File: config.mk
export PLATFORM = sky130hd
export DESIGN_NAME = frame_min_max_flat
export DESIGN_NICKNAME = d
export VERILOG_FILES = /design/src/rtl/cmp_pkg.sv /design/src/rtl/frame_min_max_if.sv /design/src/rtl/mag_cmp.sv /design/src/rtl/frame_min_max.sv /design/src/flat_wrapper.sv
export SDC_FILE = /design/constraint.sdc
export NUM_CORES = 1
export LEC_CHECK = 0
export ABC_AREA = 1
export CAP_MARGIN = 20
export CORE_AREA = 2 2 53 55
export CTS_BUF_LIST = sky130_fd_sc_hd__clkbuf_4 sky130_fd_sc_hd__clkbuf_8
export DETAILED_ROUTE_END_ITERATION = 12
export DIE_AREA = 0 0 55 57
export PLACE_DENSITY = 0.82
export SLEW_MARGIN = 40
export SYNTH_ARGS = -nofsm -noshare
export SYNTH_HDL_FRONTEND = slang
export SYNTH_SLANG_ARGS = --single-unit
File: constraint.sdc
create_clock -name clk -period 4.3 [get_ports clk]
set_clock_uncertainty 0.15 [all_clocks]
set_input_delay 0.86 -clock clk [delete_from_list [all_inputs] [get_ports clk]]
set_output_delay 0.86 -clock clk [all_outputs]
set_load 0.005 [all_outputs]
File: src/rtl/cmp_pkg.sv
// Shared definitions for the frame min/max tracker: FSM encoding and default sizes.
package cmp_pkg;

  typedef enum logic [1:0] {
    FIRST = 2'd0,
    ACCUM = 2'd1,
    HOLD  = 2'd2
  } state_t;

  localparam int DEF_WIDTH     = 4;
  localparam int DEF_FRAME_LEN = 8;

endpackage

File: src/rtl/frame_min_max_if.sv
// Sample input stream and frame result output stream of frame_min_max.
// Handshake: a beat transfers on a rising edge where valid and ready are both high;
// valid never waits on ready, and the producer holds data stable while valid is high.
interface frame_min_max_if #(
  parameter int WIDTH = cmp_pkg::DEF_WIDTH
);

  logic             in_valid;
  logic             in_ready;
  logic [WIDTH-1:0] in_data;
  logic             out_valid;
  logic             out_ready;
  logic [WIDTH-1:0] out_min;
  logic [WIDTH-1:0] out_max;
  logic             out_all_equal;

  modport master (
    output in_valid, in_data, out_ready,
    input  in_ready, out_valid, out_min, out_max, out_all_equal
  );

  modport slave (
    input  in_valid, in_data, out_ready,
    output in_ready, out_valid, out_min, out_max, out_all_equal
  );

endinterface

File: src/rtl/mag_cmp.sv
// Unsigned magnitude comparator: flags a < b, a == b and a > b.
module mag_cmp #(
  parameter int WIDTH = cmp_pkg::DEF_WIDTH
) (
  input  logic [WIDTH-1:0] a,
  input  logic [WIDTH-1:0] b,
  output logic             less,
  output logic             equal,
  output logic             greater
);

  assign less    = (a < b);
  assign equal   = (a == b);
  assign greater = (a > b);

endmodule

File: src/rtl/frame_min_max.sv
// Tracks running min/max over frames of FRAME_LEN unsigned samples and presents
// one registered result per frame, held until the downstream consumes it.
module frame_min_max
  import cmp_pkg::*;
#(
  parameter int WIDTH     = DEF_WIDTH,
  parameter int FRAME_LEN = DEF_FRAME_LEN,
  localparam int CW       = $clog2(FRAME_LEN)
) (
  input  logic                clk,
  input  logic                rst_n,
  frame_min_max_if.slave      bus,
  output state_t              dbg_state,
  output logic [CW-1:0]       dbg_cnt
);

  state_t           state;
  logic [CW-1:0]    cnt;
  logic [WIDTH-1:0] cur_min;
  logic [WIDTH-1:0] cur_max;
  logic [WIDTH-1:0] nxt_min;
  logic [WIDTH-1:0] nxt_max;
  logic             lt_min;
  logic             gt_max;
  logic             min_eq_unused;
  logic             min_gt_unused;
  logic             max_lt_unused;
  logic             max_eq_unused;
  logic             accept;
  logic             last;

  mag_cmp #(.WIDTH(WIDTH)) u_cmp_min (
    .a       (bus.in_data),
    .b       (cur_min),
    .less    (lt_min),
    .equal   (min_eq_unused),
    .greater (min_gt_unused)
  );

  mag_cmp #(.WIDTH(WIDTH)) u_cmp_max (
    .a       (bus.in_data),
    .b       (cur_max),
    .less    (max_lt_unused),
    .equal   (max_eq_unused),
    .greater (gt_max)
  );

  assign bus.in_ready = (state != HOLD);
  assign accept       = bus.in_valid && bus.in_ready;
  // Ties against either bound keep the current value.
  assign nxt_min      = lt_min ? bus.in_data : cur_min;
  assign nxt_max      = gt_max ? bus.in_data : cur_max;
  assign last         = (cnt == CW'(FRAME_LEN - 1));

  assign dbg_state = state;
  assign dbg_cnt   = cnt;

  always_ff @(posedge clk or negedge rst_n) begin
    if (!rst_n) begin
      state             <= FIRST;
      cnt               <= '0;
      cur_min           <= '0;
      cur_max           <= '0;
      bus.out_min       <= '0;
      bus.out_max       <= '0;
      bus.out_valid     <= 1'b0;
      bus.out_all_equal <= 1'b0;
    end else begin
      case (state)
        FIRST: begin
          if (accept) begin
            cur_min <= bus.in_data;
            cur_max <= bus.in_data;
            cnt     <= CW'(1);
            state   <= ACCUM;
          end
        end
        ACCUM: begin
          if (accept) begin
            cur_min <= nxt_min;
            cur_max <= nxt_max;
            if (last) begin
              bus.out_min       <= nxt_min;
              bus.out_max       <= nxt_max;
              bus.out_all_equal <= (nxt_min == nxt_max);
              bus.out_valid     <= 1'b1;
              cnt               <= '0;
              state             <= HOLD;
            end else begin
              cnt <= cnt + CW'(1);
            end
          end
        end
        HOLD: begin
          // Result fields stay as they are after the consume; out_valid qualifies them.
          if (bus.out_ready) begin
            bus.out_valid <= 1'b0;
            state         <= FIRST;
          end
        end
        default: begin
          state <= FIRST;
        end
      endcase
    end
  end

endmodule

File: src/flat_wrapper.sv
// flat-port wrapper written by rule: the top's interface ports become plain ports
module frame_min_max_flat import cmp_pkg::*;
#(
  parameter int WIDTH     = DEF_WIDTH,
  parameter int FRAME_LEN = DEF_FRAME_LEN,
  localparam int CW       = $clog2(FRAME_LEN)
)
  (clk, rst_n, dbg_state, dbg_cnt, bus_in_valid, bus_in_data, bus_out_ready, bus_in_ready, bus_out_valid, bus_out_min, bus_out_max, bus_out_all_equal);
  frame_min_max_if #(.WIDTH(WIDTH)) bus_i ();
  input  logic clk;
  input  logic rst_n;
  output state_t dbg_state;
  output logic [CW-1:0] dbg_cnt;
  input wire logic [$bits(bus_i.in_valid)-1:0] bus_in_valid;
  input wire logic [$bits(bus_i.in_data)-1:0] bus_in_data;
  input wire logic [$bits(bus_i.out_ready)-1:0] bus_out_ready;
  output wire logic [$bits(bus_i.in_ready)-1:0] bus_in_ready;
  output wire logic [$bits(bus_i.out_valid)-1:0] bus_out_valid;
  output wire logic [$bits(bus_i.out_min)-1:0] bus_out_min;
  output wire logic [$bits(bus_i.out_max)-1:0] bus_out_max;
  output wire logic [$bits(bus_i.out_all_equal)-1:0] bus_out_all_equal;
  assign bus_i.in_valid = bus_in_valid;
  assign bus_i.in_data = bus_in_data;
  assign bus_i.out_ready = bus_out_ready;
  assign bus_in_ready = bus_i.in_ready;
  assign bus_out_valid = bus_i.out_valid;
  assign bus_out_min = bus_i.out_min;
  assign bus_out_max = bus_i.out_max;
  assign bus_out_all_equal = bus_i.out_all_equal;
  frame_min_max #(.WIDTH(WIDTH), .FRAME_LEN(FRAME_LEN)) u_core (.clk(clk), .rst_n(rst_n), .bus(bus_i), .dbg_state(dbg_state), .dbg_cnt(dbg_cnt));
endmodule
==> metrics.md, run 1 <==
| Metric | Value |
|---|---|
| Status | finished clean |
| Crit Path Class | in2reg |
| Site Rows | 19 |
| First-pass GRT wire length | 4880 um |
| Worst reg-to-reg setup slack | 2310 ps |
| Crit Reg-Reg Endpoint | u_core.bus.out_all_equal |
| Pwr dens | 667 nW/um2 |
| # DRC | 0 |
| Reg2reg path depth | 10 |
| DRT iter0 DRCs | 18 |
| Syn Area/Cell | 7.81 um2 |
| Worst-path clk slew | 130 ps |
| TritonCTS clock tree | built |
| Total track usage | 21.3% |
| Seq/Total Area, Yosys | 41.2% |
| Synth top area share | 41.2% |
| Post-synth EDFFs | 0 |
| Final setup vio count | 0 |
| # IOs | 24 |
| Final RePlAce weighted congestion | 0.885 |
| Worst endpoint data arrival time | 2760 ps |
| Layout area overhead | 20.2% |
| Final Hold Viols | 0 |
| Warnings, synthesis | 0 |
| Die Span X | 55 um |
| Top-count cell post-synth | nand2_1 |
| Clock Sinks | 23 |
| Post-Synthesis Cells | 179 |
| IO Port Bufs | 23 |
| Endpoint class of the critical path | flop |
| FMAX | 372 MHz |
| Ant diodes | 0 |
| Total CTS buffers | 3 |
| Top area cells in the synthesized netlist | dfrtp_1 (41%), nand2_1 (15%), ha_1 (9.0%) |
| Startpoint Class | primary input |
| Unrepaired setup endpoints after global routing | no |
| Max Cap Violations | 0 |
| Clock H-tree levels | 1 |
| Initial Utilization | 53.4% |
| Min Tclk post-route | 2690 ps |
| Period utilization | 62.5% |
| Least-Margin Pin Slew | 509 ps |
| Hold Path Class | in2async |
| Reg-to-reg startpoint | u_core.cur_min[3] |
| DP HPWL | 2330 um |
| Peak VDD IR | 0.000419 V |
| Routed len/inst | 12.5 um |
| Fin nets | 224 |
| Antenna-violating nets left | 0 |
| Slew Limit Fails | 0 |
| Post-CTS Setup Bufs | 0 |
| Asr flop ratio synth | 100% |
| Fin Setup TNS | 0 ps |
| Critical path fanouts, max | 6 |
| Worst slack at placement | 1290 ps |
| Req. time, crit path | 4370 ps |
| Drt first pass iters | 5 |
| Area of the core | 2620 um2 |
| Hold WS | 337 ps |
| Area leader, netlist | dfrtp_1 |
| Setup slack after layout | 1610 ps |
| Clk root buf | clkbuf_4 |
| Netlist cell types | 23 |
| Clk buf depth | 2 |
| Full die area | 3140 um2 |
| Worst-skew pair later-pin latency | 320 ps |
| Synth top cells by count | nand2_1 (55), dfrtp_1 (23), inv_1 (23) |
| Vias in the first global route | 1188 |
| Synth Flop Type | dfrtp_1 |
| Share of cells above drive strength 1 | 11.7% |
| Slew HR | 66.1% |
| Hold-fix buffers, CTS | 0 |
| Drt via density | 5.20 |
| Post-synth design cell area | 1400 um2 |
| Placed Cells | 232 |
| Net count after synthesis | 197 |
| Via count | 1227 |
| Total length of routed wires | 2960 um |
| Leakage | 0.866 nW |
| GRT overflow | 0 |
| Die Y-Extent | 57 um |
| Non-filler cells, final | 236 |
| Fill count | 244 |
| Post-CTS Resized | 0 |
| Pin count of the biggest net entering global routing | 24 |
| Flip-flop and latch count after synthesis | 23 |
| Initial antenna violation count | 0 |
placed cells by master, fill, tap and decap left out:
cell type and n:
nand2_1 55, inv_1 23, dfrtp_1 23, clkdlybuf4s50_1 22, o21ai_0 14, nand3_1 12, ha_1 10, nor2_1 6
o21ai_1 6, nand2_2 5, o21ai_2 4, inv_2 3, nor2_4 3, a21oi_1 3, clkbuf_4 3, a22oi_1 2
a31oi_1 2, inv_4 1, nand2_4 1, a22o_1 1, nand3_2 1, nand3b_1 1, o21a_1 1, clkinv_2 1
buf_2 1, buf_4 1
critical path, cell delays in order:
cell and delay (ps):
clkdlybuf4s50_1 510, ha_1 360, a21oi_1 390, nand2_4 120
o21ai_2 210, inv_1 60, nand2_1 70, nand2_1 50
nand3_1 70, nand2_1 50
registers in the layout, indices dropped and copies added (netlist names):
register / count
u_core.cur_min: 4
u_core.bus.out_all_equal: 1
u_core.bus.out_max: 4
u_core.cur_max: 4
u_core.dbg_cnt: 3
u_core.bus.out_valid: 1
u_core.dbg_state: 2
u_core.bus.out_min: 4
final cells by class:
class / instances / area, um2 / area share, %
Tap cell: 31 / 38.8 / 2.31
Sequential cell: 23 / 576 / 34.3
Timing Repair Buffer: 24 / 233 / 13.8
Clock buffer: 3 / 22.5 / 1.34
Multi-Input combinational cell: 127 / 702 / 41.8
Clock inverter: 1 / 5.00 / 0.298
Inverter: 27 / 104 / 6.18
power breakdown:
group	total (W)	switching [W]	internal, W
sequential	0.000374	0.0000618	0.000312
combinational	0.000644	0.000359	0.000285
clock	0.000103	0.0000678	0.0000349
layer usage:
| metal | track usage (%) | part of all wire, % |
|---|---|---|
| met5 | 0 | 0 |
| met4 | 7.32 | 1.5 |
| met3 | 3.66 | 4.0 |
| met2 | 37.1 | 51 |
| met1 | 25.7 | 43 |
cell families (layout without fill, tap and decap cells):
logic type	count (synthesis)	in the layout	share of synthesized area, %
flops	23	23	41.2
simple gates	84	84	27.4
fa+ha+maj	10	10	8.95
buf+inv	29	55	8.59
compound gates	33	33	13.9
worst max path at each step:
stage                        start                  endpoint  slack, ps  cells after the start
floorplan           bus_in_data[3]  u_core.bus.out_all_equal       2060                      9
finish              bus_in_data[3]  u_core.bus.out_all_equal       1610                     10
detailed placement  bus_in_data[3]  u_core.bus.out_all_equal       1290                     10
global placement    bus_in_data[3]  u_core.bus.out_all_equal       1380                     10
CTS                 bus_in_data[3]  u_core.bus.out_all_equal       1650                     10
global route        bus_in_data[3]  u_core.bus.out_all_equal       1530                     10
per-stage QoR:
stage	power (W)	instance area [um2]	utilization (%)
after floorplan	0.000786	1400	-
after detailed placement	0.00102	1650	63.2
after global placement	0.00100	1660	63.4
final	0.00112	1680	64.3
after CTS	0.00113	1680	64.3
after global routing	0.00123	1680	64.3
No activity file was read; power rests on OpenSTA's default activity.
==> inputs of run 2 (changes only) <==
--- a/config.mk
+++ b/config.mk
@@ -7,11 +7,11 @@
 export LEC_CHECK = 0
 export ABC_AREA = 1
 export CAP_MARGIN = 20
-export CORE_AREA = 2 2 53 55
+export CORE_AREA = 2 2 54 56
 export CTS_BUF_LIST = sky130_fd_sc_hd__clkbuf_4 sky130_fd_sc_hd__clkbuf_8
 export DETAILED_ROUTE_END_ITERATION = 12
-export DIE_AREA = 0 0 55 57
-export PLACE_DENSITY = 0.82
+export DIE_AREA = 0 0 56 58
+export PLACE_DENSITY = 0.8
 export SLEW_MARGIN = 40
 export SYNTH_ARGS = -nofsm -noshare
 export SYNTH_HDL_FRONTEND = slang
==> constraint.sdc (replaced) <==
create_clock -name clk -period 2.62 [get_ports clk]
set_clock_uncertainty 0.15 [all_clocks]
set_input_delay 0.524 -clock clk [delete_from_list [all_inputs] [get_ports clk]]
set_output_delay 0.524 -clock clk [all_outputs]
set_load 0.005 [all_outputs]
==> metrics.md, run 2 (synthesized netlist as in run 1, its figures left out) <==
| Metric | Value |
|---|---|
| Dpl cell area | 1690 um2 |
| Total CTS buffers | 3 |
| DP HPWL | 2480 um |
| Vias in the first global route | 1306 |
| Worst slack at placement | 70.9 ps |
| GRT overflow | 0 |
| Layout area overhead | 22.7% |
| Startpoint Class | primary input |
| Setup slack after layout | 384 ps |
| Commonest non-fill, non-tap cell in the layout | nand2_1 |
| Clk root buf | clkbuf_4 |
| Area used by multi-input combinational logic | 702 um2 |
| Hold-fix buffers, CTS | 0 |
| Unrepaired setup endpoints after global routing | no |
| Period utilization | 85.4% |
| Post-CTS Resized | 0 |
| FMAX | 447 MHz |
| Pwr dens | 1090 nW/um2 |
| Most frequent cells in the layout | nand2_1 (55), inv_1 (23), clkdlybuf4s50_1 (23), dfrtp_1 (23), o21ai_0 (14) |
| Hold Path Depth | 2 |
| Total length of routed wires | 3030 um |
| Antenna-violating nets left | 0 |
| Max Cap Violations | 0 |
| Clock H-tree levels | 1 |
| Initial Utilization | 52.5% |
| Die Y-Extent | 58 um |
| Most used cell, CP | nand2_1 |
| Initial antenna violation count | 0 |
| Worst-skew pair later-pin latency | 310 ps |
| Final Hold Viols | 0 |
| Critical path fanouts, max | 7 |
| Placed Cells | 236 |
| Leakage | 0.885 nW |
| Drt first pass iters | 4 |
| Min Tclk post-route | 2240 ps |
| Storage cell area | 576 um2 |
| Met2 Usage GRT | 38.3% |
| Non-filler cells, final | 240 |
| Worst-path clk slew | 130 ps |
| Status | finished clean |
| Grt met1 use | 23.4% |
| Endpoint class of the critical path | flop |
| Slew HR | 80.7% |
| Reg2reg path depth | 14 |
| IO Port Bufs | 23 |
| Ant diodes | 0 |
| Routed len/inst | 12.6 um |
| # DRC | 0 |
| Hold Path Class | reg2reg |
| Final setup vio count | 0 |
| Share of cells above drive strength 1 | 12.9% |
| Site Rows | 19 |
| Design area | 1720 um2 |
| Least-Margin Pin Slew | 290 ps |
| Post-CTS Setup Bufs | 0 |
| Clock Sinks | 23 |
| Req. time, crit path | 2690 ps |
| Crit Path Class | in2reg |
| Area of the core | 2660 um2 |
| Total track usage | 20.7% |
| Fill count | 229 |
| Die Span X | 56 um |
| Pin count of the biggest net entering global routing | 24 |
| Fin Setup TNS | 0 ps |
| Drt via density | 5.29 |
| Global Route met3 Usage | 3.57% |
| Full die area | 3250 um2 |
| Worst endpoint data arrival time | 2310 ps |
| First-pass GRT wire length | 5370 um |
| Final RePlAce weighted congestion | 0.948 |
| Critical-path cell list | clkdlybuf4s50_1 > ha_1 > nand2_1 > nand2_1 > nand2_1 > nand2_2 > nand2_2 > nand2_1 > o21ai_2 > inv_1 > nand2_1 > nand2_1 > nand3_1 > nand2_1 |
| Clk buf depth | 2 |
| Design Power | 0.00186 W |
| Worst path max stage delay | 490 ps |
| GRT Max-Usage Layer | met2 |
| # IOs | 24 |
| Fin nets | 228 |
| DRT iter0 DRCs | 35 |
| Slew Limit Fails | 0 |
| TritonCTS clock tree | built |
| Peak VDD IR | 0.000740 V |
| Critical Path Slowest Stage Cell | clkdlybuf4s50_1 |
| Via count | 1269 |
-- run 2: critical path, delay by kind of cell --
family | cells | cell delay, ps
AOI/OAI and AO/OA | 1 | 80
adders and majority gates | 1 | 350
buffers and inverters | 2 | 560
and+or+nand+nor | 10 | 760
-- run 2: final cells by class --
cell class                 instances  share of cell area, %
clock buffer                       3                   1.31
tap                               31                   2.26
sequential                        23                   33.6
clock inverter                     1                  0.292
timing repair buffer              28                   15.6
multi-input combinational        127                   40.9
inverter                          27                   6.05
-- run 2: final timing paths --
kind	slack, ps	to	startpoint
max in group asynchronous	1700	u_core.cur_max[0]	rst_n
max reg2reg	680	u_core.bus.out_all_equal	u_core.cur_max[3]
min in group asynchronous	390	u_core.cur_max[1]	rst_n
min reg2reg	350	u_core.bus.out_max[2]	u_core.bus.out_max[2]
max	380	u_core.bus.out_all_equal	bus_in_data[1]
min	350	u_core.bus.out_max[2]	u_core.bus.out_max[2]
-- run 2: report_power, final --
part	switching, W	internal [W]
clock network	0.000108	0.0000571
logic	0.000609	0.000480
registers	0.0000974	0.000512
-- run 2: metrics by stage --
stage	hold slack, ps	util (%)
floorplan	78.4	-
global placement	318	63.4
detailed placement	324	63.4
CTS	356	64.4
global route	371	64.4
finish	352	64.4
-- run 2: metal layers --
metal  routed length, um  share of wire, %
met4                 107               3.5
met3                 134               4.4
met2                1500                50
met5                   0                 0
met1                1280                42
